### config.mk
export PLATFORM = sky130hd
export DESIGN_NAME = game_sequencer
export DESIGN_NICKNAME = d
export VERILOG_FILES = /design/src/rtl/whack_pkg.sv /design/src/rtl/hit_edge_detect.sv /design/src/rtl/game_sequencer.sv
export SDC_FILE = /design/constraint.sdc
export NUM_CORES = 1
export LEC_CHECK = 0
export CAP_MARGIN = 25
export CORE_AREA = 2 2 87 89
export DETAILED_ROUTE_END_ITERATION = 10
export DIE_AREA = 0 0 89 91
export GPL_ROUTABILITY_DRIVEN = 0
export PLACE_DENSITY_LB_ADDON = 0.05
export SYNTH_ARGS = -nofsm -noshare
export SYNTH_HDL_FRONTEND = slang
export SYNTH_SLANG_ARGS = --single-unit
### constraint.sdc
create_clock -name clk -period 3.9 [get_ports clk]
set_input_delay 0.975 -clock clk [delete_from_list [all_inputs] [get_ports clk]]
set_output_delay 0.975 -clock clk [all_outputs]
set_load 0.05 [all_outputs]
### src/rtl/whack_pkg.sv
// Shared definitions for the whack-a-mole game sequencer: state encodings,
// score ceiling, default timing parameters and a saturating score increment.
package whack_pkg;

  typedef enum logic [1:0] {
    ST_COUNTDOWN = 2'd0,
    ST_PLAY      = 2'd1,
    ST_OVER      = 2'd2
  } state_t;

  localparam logic [13:0] SCORE_MAX     = 14'd9999;
  localparam int          DEF_COUNT_SEC = 5;
  localparam int          DEF_GAME_SEC  = 30;
  localparam int          DEF_MOLE_SEC  = 2;

  // Score stays pinned at the four-digit display ceiling.
  function automatic logic [13:0] score_inc(input logic [13:0] value);
    return (value >= SCORE_MAX) ? SCORE_MAX : value + 14'd1;
  endfunction

endpackage

### src/rtl/hit_edge_detect.sv
// Rising-edge detector for the hit level. The history register resets high so
// a hit already held when reset releases is never seen as a new edge.
module hit_edge_detect (
  input  logic clk,
  input  logic reset,
  input  logic hit,
  output logic hit_rise
);

  logic hit_q_reg;

  always_ff @(posedge clk) begin
    if (reset) begin
      hit_q_reg <= 1'b1;
    end else begin
      hit_q_reg <= hit;
    end
  end

  assign hit_rise = hit & ~hit_q_reg;

endmodule

### src/rtl/game_sequencer.sv
// Game flow controller: countdown, timed play phase with mole refresh and
// scoring, then a frozen game-over state until start is requested.
module game_sequencer
  import whack_pkg::*;
#(
  parameter int COUNT_SEC = DEF_COUNT_SEC,
  parameter int GAME_SEC  = DEF_GAME_SEC,
  parameter int MOLE_SEC  = DEF_MOLE_SEC
) (
  input  logic        clk,
  input  logic        reset,
  input  logic        tick_1hz,
  input  logic        hit,
  input  logic        start,
  output logic [1:0]  state_o,
  output logic        game_begin,
  output logic [3:0]  countdown,
  output logic [4:0]  time_left,
  output logic [13:0] score,
  output logic        mole_next,
  output logic        mole_en
);

  localparam int               AGE_W    = (MOLE_SEC > 1) ? $clog2(MOLE_SEC) : 1;
  localparam logic [AGE_W-1:0] AGE_LAST = AGE_W'(MOLE_SEC - 1);
  localparam logic [3:0]       CD_INIT  = 4'(COUNT_SEC);
  localparam logic [4:0]       TL_INIT  = 5'(GAME_SEC);

  state_t           state_reg;
  logic [AGE_W-1:0] age_reg;
  logic             hit_rise;
  logic             age_timeout;

  hit_edge_detect u_hit_edge_detect (
    .clk      (clk),
    .reset    (reset),
    .hit      (hit),
    .hit_rise (hit_rise)
  );

  assign age_timeout = tick_1hz && (age_reg == AGE_LAST);
  assign state_o     = state_reg;

  always_ff @(posedge clk) begin
    if (reset) begin
      state_reg  <= ST_COUNTDOWN;
      countdown  <= CD_INIT;
      time_left  <= TL_INIT;
      score      <= '0;
      game_begin <= 1'b0;
      mole_next  <= 1'b0;
      mole_en    <= 1'b0;
      age_reg    <= '0;
    end else begin
      mole_next <= 1'b0;
      case (state_reg)
        ST_COUNTDOWN: begin
          if (tick_1hz) begin
            if (countdown <= 4'd1) begin
              countdown  <= '0;
              state_reg  <= ST_PLAY;
              game_begin <= 1'b1;
              mole_en    <= 1'b1;
              mole_next  <= 1'b1;
              age_reg    <= '0;
            end else begin
              countdown <= countdown - 4'd1;
            end
          end
        end

        ST_PLAY: begin
          if (hit_rise) begin
            score <= score_inc(score);
          end
          if (tick_1hz && (time_left <= 5'd1)) begin
            // Final tick: a coinciding hit still scores, but no new mole.
            time_left <= '0;
            state_reg <= ST_OVER;
            mole_en   <= 1'b0;
          end else begin
            if (tick_1hz) begin
              time_left <= time_left - 5'd1;
            end
            // A request right after a pulse is absorbed so pulses never abut.
            if (hit_rise || age_timeout) begin
              mole_next <= ~mole_next;
              age_reg   <= '0;
            end else if (tick_1hz) begin
              age_reg <= age_reg + 1'b1;
            end
          end
        end

        ST_OVER: begin
          mole_en <= 1'b0;
          if (start) begin
            state_reg  <= ST_COUNTDOWN;
            countdown  <= CD_INIT;
            time_left  <= TL_INIT;
            score      <= '0;
            game_begin <= 1'b0;
            age_reg    <= '0;
          end
        end

        default: begin
          state_reg  <= ST_COUNTDOWN;
          countdown  <= CD_INIT;
          time_left  <= TL_INIT;
          score      <= '0;
          game_begin <= 1'b0;
          mole_en    <= 1'b0;
          age_reg    <= '0;
        end
      endcase
    end
  end

endmodule

==> out/qor.csv <==
metric;value;unit
io_pins;33;
die_h;91;um
drive_gt1_frac;0.1088;
synth_top_area_frac;0.3566;
dp_hpwl;3538;um
fmax;362.5;MHz
path_clk_slew;0.07;ns
coreArea;7137;um2
slew_viol_final;0;
placed_cell_area;2103;um2
ys.warnings.count;0;
critPathTopFamily;buffers and inverters;
status;completed;
worstPathMaxFanout;13;
initial_utilization;0.2360;
drt_iter0_markers;52;
cts_buffers;5;
synth_edf_count;0;
critPathRequiredTime;2.92;ns
grtUsageTotal;0.1282;
hold_buffers;0;
overflow;0;
crit_buf_inv;1;
worstMarginPinSlew;0.7679;ns
syn-num-nets;215;
worstSetupEndpointType;output pin;
syn_avg_cell_area;8.215;um2
synth.yosys.seq_area_share;0.3566;
cts_num_sinks;30;
power_density;357.9;nW/um2
fp-row-count;31;
ant_nets;0;
diodes;0;
firstDrtPassIters;4;
io_buffers;32;
ys_seq_elements;30;
antenna_found_initial;0;
vdd.ir_drop.worst;0.1035;mV
cp-start-kind;flop;
wl;4894;um
synth_flop_cell;dfxtp_1;
hold_class;flop to flop;
period_share;0.7073;
cts_setup_buffers;0;
critPathSlowestCell;clkdlybuf4s50_1;
reg_top3;score (14), time_left (5), countdown (4);
drc;0;
crit_cells;1;
worstHoldPathCells;2;
hp-start;game_begin;
fin_crit;2.758;ns
worst_skew_pair.late_latency;0.28;ns
fp.dieW;89;um
worstSetupPathType;flop to output pin;
final_nets;248;
viasPerCell;4.947;
largest-register;score;
dp_cells;330;
path_cells;clkdlybuf4s50_1;
design_area;2195;um2
postLayoutCoreUtil;0.3075;
syn-cell-area;1684;um2
cap_violations;0;
reg2reg_from;score[0];
rr_worst_depth;6;
startpoint;state_o[1];
syn_inst;205;
grt_pass1_vias;1640;
routedWlPerCell;14.48;um
finalSetupViolCount;0;
synthDistinctLibCells;51;
synthArstFlopShare;0;
ys_top_cells_by_area;dfxtp_1 36%, a21oi_1 5.3%, nand2_1 4.7%;
relSlewSlack;0.4881;
tns;0;ns
via_count;1672;
hold_viol;0;
largest_register_ffs;14;
grt_pass1_wl;8142;um
fillers;819;
die_area;8099;um2
synth.largest_area_cell;dfxtp_1;
cts_tree;done;
rsz0062_at_grt;no;
fin_cells;338;
cpPeakStageDelay;0.90;ns
htreeDepth;2;
area_delta_synth_final;30.31;%
cts-root-buf;clkbuf_8;
arrival;1.78;ns
clock_path_buffers;2;
cellLeakagePower;0.7043;nW
grt_max_degree;19;
fin_worst_skew;0.006126;ns
post_cts_resized;0;
-- routing by layer --
metal	track usage	routed length (um)	up-vias
met5	0	0	-
met4	0.04851	58	0
met3	0.03455	183	4
met2	0.2133	2459	32
met1	0.1550	2192	802
li1	-	-	834
-- final timing paths --
check / to / slack (ns)
worst max register to register: score[7] / 1.87
worst min register to register: game_begin / 0.47
worst max-delay path: state_o[1] / 1.14
worst min-delay path: game_begin / 0.47
-- cell usage in the layout, fill, tap and decap left out, drive strengths merged, types with 2 or more instances in the layout --
cell,n
a211o,3
a211oi,4
a21oi,21
a31oi,6
and3,2
clkbuf,7
clkdlybuf4s50,32
dfxtp,30
ha,5
inv,9
nand2,21
nand2b,5
nand3,10
nand4,2
nand4b,4
nor2,12
nor3,11
nor3b,2
nor4,7
nor4b,3
o211ai,3
o21a,3
o21ai,16
o31ai,2
or2,2
or3,2
-- logic make-up after synthesis --
logic type / Yosys count / share of synthesized area
muxes: 1 / 0.005944
and+or+nand+nor: 87 / 0.2979
xor gates and xnor gates: 1 / 0.005202
DFF: 30 / 0.3566
buffers and inverters: 16 / 0.03937
adders and majority gates: 5 / 0.03715
AOI/OAI and AO/OA: 65 / 0.2578
-- cell usage after synthesis, types with 2 or more instances --
cell type	number
a211o_1	2
a211oi_1	4
a21oi_1	18
a21oi_2	3
a31oi_1	6
and3_1	2
buf_2	5
clkbuf_1	2
dfxtp_1	30
ha_1	5
inv_1	9
nand2_1	21
nand2b_1	4
nand3_1	9
nand4_1	2
nand4b_1	4
nor2_1	10
nor2_2	2
nor3_1	10
nor3b_1	2
nor4_1	6
nor4b_1	2
o211ai_1	2
o21a_1	2
o21ai_0	13
o21ai_1	3
o31ai_1	2
or2_2	2
-- per-stage QoR --
stage	hold slack, ns	power (mW)	setup slack (ns)
floorplan	0.4837	0.4738	1.778
global route	0.4939	0.8278	0.9982
detailed placement	0.4639	0.5295	0.9246
global placement	0.4554	0.5316	0.8943
CTS	0.4751	0.8047	1.135
finish	0.4656	0.7854	1.142
-- power by group --
part	total [mW]	internal, mW	switching, mW
Sequential	0.341	0.320	0.0213
Combinational	0.179	0.0630	0.116
Clock	0.265	0.142	0.123
-- layout make-up --
cell class	count	area (um2)	share of cell area
Multi-Input combinational cell	159	1017	0.4635
Tap cell	99	123.9	0.05644
Inverter	9	33.78	0.01539
Clock inverter	1	5.005	0.002281
Sequential cell	30	600.6	0.2737
Clock buffer	7	86.33	0.03934
Timing Repair Buffer	33	327.8	0.1494
(Power assumes the default switching activity.)
